### config.mk
export PLATFORM = sky130hd
export DESIGN_NAME = serial_sub_ctrl
export DESIGN_NICKNAME = d
export VERILOG_FILES = /design/src/rtl/serial_sub_pkg.sv /design/src/rtl/full_sub_cell.sv /design/src/rtl/half_sub.sv /design/src/rtl/serial_sub_ctrl.sv
export SDC_FILE = /design/constraint.sdc
export NUM_CORES = 1
export LEC_CHECK = 0
export BUFFER_PORTS_ARGS = -buffer_cell sky130_fd_sc_hd__clkbuf_2
export CELL_PAD_IN_SITES_DETAIL_PLACEMENT = 0
export CELL_PAD_IN_SITES_GLOBAL_PLACEMENT = 1
export CORE_UTILIZATION = 40
export DETAILED_ROUTE_END_ITERATION = 8
export PLACE_DENSITY = 0.87
export SYNTH_ARGS = -nofsm -noshare
export SYNTH_HDL_FRONTEND = slang
export SYNTH_SLANG_ARGS = --single-unit
### constraint.sdc
create_clock -name clk -period 1.85 [get_ports clk]
set_input_delay 0.2775 -clock clk [delete_from_list [all_inputs] [get_ports clk]]
set_output_delay 0.2775 -clock clk [all_outputs]
set_load 0.01 [all_outputs]
### src/rtl/serial_sub_pkg.sv
// Shared types for the bit-serial subtractor controller.
package serial_sub_pkg;

    typedef enum logic [1:0] {
        S_IDLE,
        S_RUN,
        S_DONE
    } sub_state_t;

endpackage

### src/rtl/full_sub_cell.sv
// Combinational 1-bit full subtractor built from two cascaded half subtractors.
module full_sub_cell (
    input  logic a,
    input  logic b,
    input  logic bin,
    output logic d,
    output logic bout
);

    logic d1;
    logic b1_0;
    logic b1_1;

    half_sub u_hs0 (
        .a    (a),
        .b    (b),
        .d    (d1),
        .bout (b1_0)
    );

    half_sub u_hs1 (
        .a    (d1),
        .b    (bin),
        .d    (d),
        .bout (b1_1)
    );

    assign bout = b1_0 | b1_1;

endmodule

### src/rtl/half_sub.sv
// Combinational 1-bit half subtractor: d = a - b, bout set when a < b.
module half_sub (
    input  logic a,
    input  logic b,
    output logic d,
    output logic bout
);

    assign d    = a ^ b;
    assign bout = ~a & b;

endmodule

### src/rtl/serial_sub_ctrl.sv
// Bit-serial A - B: one shared full-subtractor cell sequenced LSB-first over WIDTH cycles.
module serial_sub_ctrl
    import serial_sub_pkg::*;
#(
    parameter int unsigned WIDTH = 8
) (
    input  logic             clk,
    input  logic             rst,
    input  logic             start,
    input  logic [WIDTH-1:0] a,
    input  logic [WIDTH-1:0] b,
    output logic             busy,
    output logic             done,
    output logic [WIDTH-1:0] diff,
    output logic             borrow_out
);

    localparam int unsigned CNT_W = $clog2(WIDTH);

    sub_state_t       state;
    sub_state_t       next_state;
    logic [WIDTH-1:0] a_sr;
    logic [WIDTH-1:0] b_sr;
    // The final result MSB comes straight from the cell, so only WIDTH-1 bits are stored.
    logic [WIDTH-2:0] res_sr;
    logic             borrow;
    logic [CNT_W-1:0] cnt;
    logic             cell_d;
    logic             cell_bout;
    logic             last;
    logic             accept;

    full_sub_cell u_cell (
        .a    (a_sr[0]),
        .b    (b_sr[0]),
        .bin  (borrow),
        .d    (cell_d),
        .bout (cell_bout)
    );

    assign last   = (cnt == CNT_W'(WIDTH - 1));
    assign accept = (state != S_RUN) && start;

    // Next-state logic
    always_comb begin
        next_state = state;
        case (state)
            S_IDLE:  if (start) next_state = S_RUN;
            S_RUN:   if (last)  next_state = S_DONE;
            S_DONE:  next_state = start ? S_RUN : S_IDLE;
            default: next_state = S_IDLE;
        endcase
    end

    always_ff @(posedge clk) begin
        if (rst) begin
            state <= S_IDLE;
        end else begin
            state <= next_state;
        end
    end

    // Datapath, counter and registered outputs
    always_ff @(posedge clk) begin
        if (rst) begin
            a_sr       <= '0;
            b_sr       <= '0;
            res_sr     <= '0;
            borrow     <= 1'b0;
            cnt        <= '0;
            busy       <= 1'b0;
            done       <= 1'b0;
            diff       <= '0;
            borrow_out <= 1'b0;
        end else begin
            busy <= (next_state == S_RUN);
            done <= (next_state == S_DONE);
            if (accept) begin
                a_sr   <= a;
                b_sr   <= b;
                borrow <= 1'b0;
                cnt    <= '0;
            end else if (state == S_RUN) begin
                a_sr   <= {1'b0, a_sr[WIDTH-1:1]};
                b_sr   <= {1'b0, b_sr[WIDTH-1:1]};
                res_sr <= {cell_d, res_sr[WIDTH-2:1]};
                borrow <= cell_bout;
                cnt    <= cnt + CNT_W'(1);
                if (last) begin
                    diff       <= {cell_d, res_sr};
                    borrow_out <= cell_bout;
                end
            end
        end
    end

endmodule

# After elaboration in Yosys (flattened, before gate mapping)
# Cells that the tools add are included.
[op_classes] add_sub_neg=1 eq_ne=6 n_mux=8 n_bitwise=8 n_reduce_logical=6
[ops] cell="2-to-1 mux 8 bit" count=4
[ops] cell="one-hot mux 2 bit (3 select lines)" count=1
[ops] cell="equality test 2 x 1 -> 1 bit, second input constant" count=2
[ops] cell="equality test 2 bit, second input constant" count=2
[ops] cell="2-to-1 mux 2 bit" count=2
[ops] cell="adder 3 x 1 -> 3 bit, second input constant" count=1
[ops] cell="equality test 3 bit, second input constant" count=1
[ops] cell="inverter 1 bit" count=3
[ops] cell="AND reduction 3 bit" count=1
[ops] cell="AND 1 bit" count=2
[ops] cell="logical NOT 2 bit" count=1
[ops] cell="!= test 2 x 1 -> 1 bit, second input constant" count=1
[ops] cell="AND reduction 2 bit" count=1
[ops] cell="nonzero test 2 bit" count=1
[ops] cell="OR reduction 2 bit" count=1
[ops] cell="XOR 1 bit" count=2
[ops] cell="logical AND 1 bit" count=1
[ops] cell="2-to-1 mux 1 bit" count=1
[ops] cell="OR 1 bit" count=1
[totals] register_bits=40 wordCells=39

# Depth between registers and ports, before layout
# Gate-level depths: netlist of the first run.
[logic_depth] word_depth=4 depth_mapped=6

# Hierarchy
# Synthesis of the first run repeated with hierarchy kept, for this count alone.
[hier_totals] cells_unflattened=178 area_unflattened_um2=1679.1
[modules_own_cells] mod="serial_sub_ctrl" n_inst=1 cells_each=171 area_per_inst_um2=1632.8 seq_area_each_um2=800.8
[modules_own_cells] mod="half_sub" n_inst=2 cells_each=3 area_per_inst_um2=20.0 seq_area_each_um2=0.0
[modules_own_cells] mod="full_sub_cell" n_inst=1 cells_each=1 area_per_inst_um2=6.3 seq_area_each_um2=0.0

# Worst setup path after synthesis of the first run
# OpenSTA, ideal clock, no wires.
[synth_path] path_type="flip-flop to flip-flop" startpoint="register cnt[0]" endpoint="register borrow_out" setup_ps=142 arrival_time_ps=1137 setup_slack_ps=572 stages_incl_launch_ff=7 n_path_buf=1 period_less_slack_ps=1278 path_cell_list="dfxtp_1 -> ha_1 -> ha_1 -> and3b_1 -> buf_4 -> nor2_1 -> a211oi_2"
[synth_via] elab_chain_cells=2
[synth_lines] item="from (decl)" line="serial_sub_ctrl.sv:27" source="logic [CNT_W-1:0] cnt;"
[synth_lines] item="from (signal assigned)" line="serial_sub_ctrl.sv:88" source="cnt <= cnt + CNT_W'(1);"
[synth_lines] item="equality test 3 bit" line="serial_sub_ctrl.sv:41" source="assign last = (cnt == CNT_W'(WIDTH - 1));"
[synth_lines] item="AND reduction 3 bit (no line)"
[synth_lines] item="to (signal assigned)" line="serial_sub_ctrl.sv:91" source="borrow_out <= cell_bout;"
[synth_lines] item="to (decl)" line="serial_sub_ctrl.sv:15" source="output logic borrow_out"
# No other way between the ends.
# A chain may end at the register's enable or synchronous reset.

# Final worst setup path of the first run
[layout_path] startpoint="register cnt[0]" endpoint="register diff[5]"
[layout_via] elab_chain_cells=2
[layout_lines] item="equality test 3 bit" line="serial_sub_ctrl.sv:41"
[layout_lines] item="AND reduction 3 bit (no line)"
[layout_lines] item="to (signal assigned)" line="serial_sub_ctrl.sv:90" source="diff <= {cell_d, res_sr};"
[layout_lines] item="to (decl)" line="serial_sub_ctrl.sv:14" source="output logic [WIDTH-1:0] diff,"
# No other way between the ends.

==> impl_metrics.ini, run 1 <==
[run_status]
status = complete, no violations

[drt]
wl_per_cell_um = 11.8
drt_pass1_iterations = 4
vias = 1222
vias_per_cell = 4.95
drt_iter0_drc = 47
drc_errors = 0
ant_nets = 0
wl_um = 2920

[global_routing]
gr-total-overflow = 0
antenna_found_initial = 0
grt.met2_usage_pct = 23.7
gr-usage-all-layers_pct = 15.0
grt_pass1_wl_um = 4750
top_usage_layer = met2
grt_pass1_vias = 1074
grtUsageMet3_pct = 4.14
grtUsageMet1_pct = 17.8
grt_max_degree = 32

[clock_network]
h-tree-depth = 2
holdBufCountCts = 0
clkTransAtPathRegs_ns = 0.08
cts_buffers = 5
cts_tree = done
cts_buffer_depth = 2
clock_latency_ns = 0.29
cts_setup_buffers = 0
cts.sinks = 40
cts-root-buf = clkbuf_8
cts_resized = 0

[die]
die-area_sq_um = 4330
fp.dieW_um = 65.8
core_area_sq_um = 3770
io_pins = 30
start_util_pct = 43.2
dieHeight_um = 65.8
num_rows = 22

[critical_path]
required_ns = 2.07
crit_arrival_ns = 1.69
cp_max_fo = 10
worstSetupPathType = reg2reg
endpoint_kind = register
setup.worst_path.start_class = register

[placed_design]
port_buffers = 29
dpl-instance-area_sq_um = 1810
dp.cells = 239
place_hpwl_um = 1840
gp_congestion = 0.673

[power]
power_switching_share_pct = 20.6
power.total_w = 0.00209
combPwrFrac_pct = 9.1
p_per_area_nw_per_um2 = 1060
power_leakage_nw = 0.814
vdd_ir_drop_max_v = 0.000455
seqPwrFrac_pct = 44.0
pwr-share-clk_pct = 46.9
intPower_w = 0.00166
switchingPower_w = 0.000432

[synthesis]
synth-edff-count = 0
avgSynthCellArea_sq_um = 9.48
ys_seq_elements = 40
synth_nets = 194
syn_inst = 172
netlist-cell-type-count = 22
ys_warn_count = 0
yosysSeqAreaShare_pct = 49.1
synth_area_sq_um = 1630
synth_flop_cell = dfxtp_1
synth-async-reset-ratio_pct = 0

[sta]
rsz0062_at_grt = false
fmax_mhz = 678
finalSetupViolations = 0
slew_headroom_pct = 59.1
fin_hold_ws_ns = 0.283
hold_viol = 0
slew_violations = 0
worst_pin_slew_ns = 0.613
min_period_ns = 1.48
skew_ns = 0.00353
period_share_pct = 79.8
tns_ns = 0

[layout]
final_nets = 220
design_area_sq_um = 1970
final_common_cell = dfxtp_1
stdcell_count = 247
multi_input_area_sq_um = 752
syn2layout_area_growth_pct = 20.7
drive_gt1_share_pct = 25.6
final_cell_mix = 40 x dfxtp_1, 32 x nand2_1, 29 x clkbuf_2
n_fill_cell = 339
register_area_sq_um = 801
antennaDiodeCount = 0

[run]
maxCapViolCount = 0

[min_path]
min-delay-path-class = in2reg
worst paths after layout:
check / start / end / slack, ns / depth (start not counted)
worst max-delay path: cnt[0] / diff[5] / 0.37 / 5
worst min-delay path: b[7] / b_sr[7] / 0.28 / 3
worst max register to register: cnt[0] / diff[5] / 0.37 / 5
worst min register to register: res_sr[0] / diff[0] / 0.46 / 2
state kept, by name, indices dropped and copies added (netlist names):
signal      cells
a_sr            8
diff            8
cnt             3
b_sr            8
borrow_out      1
done            1
borrow          1
res_sr          7
state           2
busy            1
metrics by stage:
step | setup WS, ns | utilization [%]
after floorplan | 0.572 | -
after global placement | 0.489 | 48.0
after detailed placement | 0.397 | 48.0
after CTS | 0.339 | 52.2
after global routing | 0.263 | 52.2
final | 0.374 | 52.2
worst max-delay path, stage by stage, from the launching register on:
cell      delay, ns
dfxtp_1        0.33
ha_1           0.20
ha_1           0.20
nand3b_1       0.35
nand2_1        0.13
a21oi_1        0.19
logic make-up after synthesis:
family / Yosys count / synth area share [%]
buf+inv: 15 / 4.76
fa+ha+maj: 3 / 2.76
mux: 16 / 9.82
flops: 40 / 49.1
compound gates: 35 / 16.7
simple gates: 63 / 16.9
cell usage after synthesis (all sizes together) (2+ instances only):
| library cell | count | share of area, % |
|---|---|---|
| a21oi | 19 | 5.8 |
| a211oi | 15 | 10 |
| nand2 | 32 | 7.4 |
| dfxtp | 40 | 49 |
| nor3 | 2 | 0.61 |
| nor2 | 19 | 4.4 |
| buf | 11 | 3.8 |
| mux2i | 16 | 9.8 |
| inv | 3 | 0.69 |
| nand3b | 4 | 1.8 |
| ha | 2 | 1.5 |
| nand2b | 3 | 1.2 |
area by class of cell:
type                    instances  share of cell area (%)
flip-flops and latches         40                    40.7
multi-input cells             117                    38.2
repair buffers                 31                    9.41
clock inverters                 3                    4.58
clock buffers                   5                    3.50
well taps                      48                    3.05
inverters                       3                   0.572
power by group through the flow:
stage	clock (W)	combinational [W]	sequential, W
finish	0.000982	0.000190	0.000922
global route	0.00103	0.000212	0.000928
CTS	0.000989	0.000194	0.000923
detailed placement	0	0.000193	0.000943
global placement	0	0.000190	0.000943
floorplan	0	0.000144	0.000939
metal layers:
layer | part of all wire, % | routed length [um]
met1 | 48 | 1390
met2 | 46 | 1350
met3 | 3.6 | 104
met4 | 2.5 | 72
met5 | 0 | 0
No activity file was read; power rests on OpenSTA's default activity.
==> run 2: changes to the inputs <==
- ABC_AREA: unset -> 1
- CORE_UTILIZATION: 40 -> 39
- PLACE_DENSITY: 0.87 -> 0.88
- clock period: 1.85 -> 1.5 ns (I/O delays scaled with it)
==> run 2 against run 1 <==
  * Largest cell class unchanged
  * Routed wire length increased by 14%
  * First-iteration DRC count is 79% higher
  * Via count increased by 18%
  * Non-clock buffer count up 7
  * Critical path type unchanged
==> impl_metrics.ini, run 2 <==
[critical_path]
cp_cell_sequence = inv_1, fa_1, or2_2, a21oi_1
cp_max_fo = 2
required_ns = 1.72
endpoint_kind = register
worstSetupPathType = reg2reg
cpPeakStageDelay_ns = 0.42
cp_slowest_cell = fa_1
setup.worst_path.start_class = register
crit_arrival_ns = 1.54

[sta]
fmax_mhz = 760
fin_ws_ns = 0.183
rsz0062_at_grt = false
worst_pin_slew_ns = 0.535
period_share_pct = 87.8
hold_viol = 0
slew_violations = 0
slew_headroom_pct = 63.9
finalSetupViolations = 0
tns_ns = 0
skew_ns = 0.00528
min_period_ns = 1.32

[layout]
register_area_sq_um = 801
antennaDiodeCount = 0
syn2layout_area_growth_pct = 18.6
final_common_cell = nand3_1
drive_gt1_share_pct = 21.0
final_nets = 278
n_fill_cell = 410
multi_input_area_sq_um = 704
largest_registers = a_sr x8, b_sr x8, diff x8
fin_util_pct = 49.1
final_cell_mix = 50 x nand3_1, 47 x nand2_1, 40 x dfxtp_1

[clock_network]
cts-root-buf = clkbuf_8
cts_setup_buffers = 0
cts_buffer_depth = 2
h-tree-depth = 2
cts_tree = done
holdBufCountCts = 0
clock_latency_ns = 0.29
cts_buffers = 5
clkTransAtPathRegs_ns = 0.07
cts.sinks = 40
cts_resized = 0

[synthesis]
synth_common_cells = 50 x nand3_1, 47 x nand2_1, 40 x dfxtp_1
synth_top_area_share_pct = 47.7
synth_nets = 245
synth_most_common_cell = nand3_1
synth-edff-count = 0
yosysSeqAreaShare_pct = 47.7
synth_largest_area_cell = dfxtp_1
synth_flop_cell = dfxtp_1
synth_area_sq_um = 1680
ys_seq_elements = 40
syn_inst = 223
synth.top_cells.by_area = dfxtp_1 48%, nand3_1 15%, nand2_1 11%
avgSynthCellArea_sq_um = 7.53
ys_warn_count = 0
synth-async-reset-ratio_pct = 0
netlist-cell-type-count = 19

[power]
switchingPower_w = 0.000536
combPwrFrac_pct = 10.9
intPower_w = 0.00171
p_per_area_nw_per_um2 = 1130
vdd_ir_drop_max_v = 0.000692
seqPwrFrac_pct = 50.9
power_switching_share_pct = 23.9
pwr-share-clk_pct = 38.2
power_leakage_nw = 1.01

[drt]
drc_errors = 0
drt_pass1_iterations = 5
vias = 1446
drt_iter0_drc = 84
wl_per_cell_um = 10.9
ant_nets = 0
wl_um = 3330
vias_per_cell = 4.71

[placed_design]
gp_congestion = 0.730
place_hpwl_um = 2240
post-place-ws_ns = 0.215
port_buffers = 29

[die]
num_rows = 23
fp.dieW_um = 67.6
core_area_sq_um = 4060
start_util_pct = 41.4
die-area_sq_um = 4570
dieHeight_um = 67.6
io_pins = 30

[global_routing]
grtUsageMet3_pct = 5.57
grt_pass1_wl_um = 5600
grt_pass1_vias = 1264
top_usage_layer = met2
gr-total-overflow = 0
grtUsageMet1_pct = 21.8
grt_max_degree = 28
grt.met2_usage_pct = 24.6
gr-usage-all-layers_pct = 16.7
antenna_found_initial = 0

[run]
maxCapViolCount = 0

[run_status]
status = complete, no violations

[min_path]
min-delay-path-class = in2reg
==> run 2: changes by cell type in the layout (fill, tap and decap cells not counted), moves of 11 or more <==
cell and delta:
a211oi_2 -11, a21oi_1 -12, inv_1 +17, mux2i_1 -16, nand2_1 +15, nand3_1 +50
o21ai_0 +12
==> run 2: routing by layer <==
| layer | vias to the layer above | wire (um) |
|---|---|---|
| li1 | 780 | - |
| met1 | 638 | 1670 |
| met2 | 22 | 1490 |
| met3 | 6 | 116 |
| met4 | 0 | 63 |
| met5 | - | 0 |
==> run 2: cells by family (layout without fill, tap and decap cells) <==
| kind of cell | after synthesis | in the layout | synth area share, % |
|---|---|---|---|
| XOR/XNOR | 1 | 1 | 0.522 |
| buffers and inverters | 36 | 70 | 10.4 |
| AND/OR/NAND/NOR | 124 | 124 | 33.1 |
| flip-flops | 40 | 40 | 47.7 |
| AO/OA/AOI/OAI | 19 | 19 | 5.66 |
| adder cells (fa/ha/maj) | 3 | 3 | 2.68 |
==> run 2: power groups by stage <==
stage,Combinational (W),Sequential [W],Clock [W]
after global routing,0.000279,0.00115,0.000937
after detailed placement,0.000247,0.00117,0
after floorplan,0.000179,0.00116,0
after CTS,0.000249,0.00114,0.000883
after global placement,0.000246,0.00117,0
final,0.000245,0.00114,0.000857
==> run 2: critical path, delay by kind of cell, from the launching register on <==
kind                       cells  cell delay, ns
adders and majority gates      1            0.42
and+or+nand+nor                1            0.30
buffers and inverters          1            0.06
DFF                            1            0.34
AOI/OAI and AO/OA              1            0.13
==> run 2: worst paths after layout <==
| path | start | endpoint | slack, ns | cells after the start |
|---|---|---|---|---|
| hold / removal | rst | state[0] | 0.17 | 2 |
| hold reg to reg | res_sr[4] | diff[4] | 0.46 | 2 |
| setup reg to reg | b_sr[0] | borrow | 0.18 | 4 |
| setup / recovery | b_sr[0] | borrow | 0.18 | 4 |
==> run 2: per-stage QoR <==
step | cells | hold WS (ns) | power [W] | cell area (sq um)
2_1_floorplan | 223 | 0.294 | 0.00134 | 1680
3_3_place_gp | 299 | 0.449 | 0.00141 | 1880
3_5_place_dp | 299 | 0.452 | 0.00141 | 1880
4_1_cts | 307 | 0.160 | 0.00227 | 1990
5_1_grt | 307 | 0.156 | 0.00237 | 1990
6_report | 307 | 0.173 | 0.00224 | 1990
==> run 2: area by class of cell <==
class | instances | share of cell area (%)
inverter | 24 | 4.53
clock inverter | 2 | 1.76
sequential | 40 | 40.2
clock buffer | 6 | 3.65
tap | 50 | 3.14
timing repair buffer | 38 | 11.3
multi-input combinational | 147 | 35.4
==> run 3: changes to the inputs <==
- PLACE_DENSITY: 0.88 -> 0.87
==> run 3 against run 2 <==
  * Clock power rose by 42%
  * Sequential power barely moved
  * Highest routed layer unchanged
  * Sequential cell count did not move
  * Power rose by 16%
  * Global-route usage fell by 0.91 points
  * Cell count fell by 0.33%
  * Largest power group is now the clock network
  * Die area did not move
  * Via count rose by 1.4%
  * Hold slack got worse by 0.0064 ns
  * Critical path type unchanged
  * Non-clock buffer count fell by 1
  * Sequential share of layout area fell by 0.87 points
==> impl_metrics.ini, run 3 (synthesized netlist as in run 2, its figures left out) <==
[layout]
design_area_sq_um = 2030
largest_registers = a_sr x8, b_sr x8, diff x8
antennaDiodeCount = 0
final_cell_mix = 50 x nand3_1, 47 x nand2_1, 40 x dfxtp_1
fin_util_pct = 50.1
syn2layout_area_growth_pct = 21.2
final_nets = 277
final_common_cell = nand3_1
drive_gt1_share_pct = 21.1

[global_routing]
grt_pass1_wl_um = 5330
grt_max_degree = 20
gr-usage-all-layers_pct = 15.8
antenna_found_initial = 0
grt_pass1_vias = 1201
gr-total-overflow = 0

[run]
maxCapViolCount = 0

[clock_network]
clkTransAtPathRegs_ns = 0.08
cts_buffer_depth = 2
holdBufCountCts = 0
clock_latency_ns = 0.30
h-tree-depth = 2
cts.sinks = 40
cts_setup_buffers = 0
cts_resized = 0
cts_buffers = 5
cts-root-buf = clkbuf_8
cts_tree = done

[sta]
worst_pin_slew_ns = 0.507
fmax_mhz = 772
min_period_ns = 1.29
skew_ns = 0.0108
slew_violations = 0
hold_viol = 0
fin_ws_ns = 0.205
tns_ns = 0
finalSetupViolations = 0
period_share_pct = 86.3
rsz0062_at_grt = false
slew_headroom_pct = 65.8

[drt]
drc_errors = 0
drt_pass1_iterations = 4
drt_iter0_drc = 96
ant_nets = 0
wl_um = 3400
vias_per_cell = 4.79
wl_per_cell_um = 11.1
vias = 1466

[critical_path]
crit_buf_inv = 1
worstSetupPathType = reg2reg
cp_slowest_cell = fa_1
cp_top_family = adder cells
reg2reg_slack_ns = 0.21
endpoint_kind = register
cp_max_fo = 2
required_ns = 1.73
setup.worst_path.start_class = register
cpPeakStageDelay_ns = 0.42
crit_arrival_ns = 1.52
cp_cell_sequence = inv_1, fa_1, or2_2, a21oi_1

[die]
core_area_sq_um = 4060
die-area_sq_um = 4570
dieHeight_um = 67.6
io_pins = 30
num_rows = 23
start_util_pct = 41.4
fp.dieW_um = 67.6

[min_path]
min-delay-path-class = in2reg

[placed_design]
post-place-ws_ns = 0.213
place_hpwl_um = 2340
port_buffers = 29
dpl-instance-area_sq_um = 1880
gp_congestion = 0.725

[power]
power.total_w = 0.00260
power_leakage_nw = 1.03
vdd_ir_drop_max_v = 0.000629
p_per_area_nw_per_um2 = 1280

[run_status]
status = complete, no violations
run 3: cell types whose count changed in the layout (fill, tap and decap cells not counted), sizes merged:
| cell | delta |
|---|---|
| buf | -1 |
| bufinv | +2 |
| clkbuf | -1 |
| clkinv | -1 |
run 3: routing by layer:
layer	track usage, %	vias up	wire length [um]
met5	0	-	0
met4	5.59	0	43
met1	20.0	654	1640
li1	-	775	-
met3	4.56	6	155
met2	25.2	31	1550
run 3: worst paths after layout:
| kind | endpoint | depth (start not counted) | startpoint |
|---|---|---|---|
| setup / recovery | borrow | 4 | b_sr[0] |
| hold / removal | b_sr[7] | 2 | rst |
| hold reg to reg | diff[4] | 2 | res_sr[4] |
| setup reg to reg | borrow | 4 | b_sr[0] |
run 3: worst reg2reg max path, cell delays in order, from the launching register on:
cell and delay (ns):
dfxtp_1 0.33, inv_1 0.06, fa_1 0.42, or2_2 0.31, a21oi_1 0.11
run 3: final cells by class:
cell class	count	area [sq um]
inverters	24	90.1
clock buffers	5	68.8
well taps	50	62.6
repair buffers	37	218
flip-flops and latches	40	801
fillers	416	2020
multi-input cells	147	704
clock inverters	3	90.1
run 3: where the power goes:
group | leakage (nW) | internal, W | switching, W | total, W
logic | 0.624 | 0.000101 | 0.000143 | 0.000244
clock network | 0.0784 | 0.000832 | 0.000386 | 0.00122
registers | 0.327 | 0.00111 | 0.0000304 | 0.00114
run 3: per-stage QoR:
step           std cells  hold slack, ns
6_report             306           0.167
5_1_grt              306           0.175
4_1_cts              306           0.162
3_5_place_dp         298           0.455
3_3_place_gp         298           0.449
2_1_floorplan        223           0.294
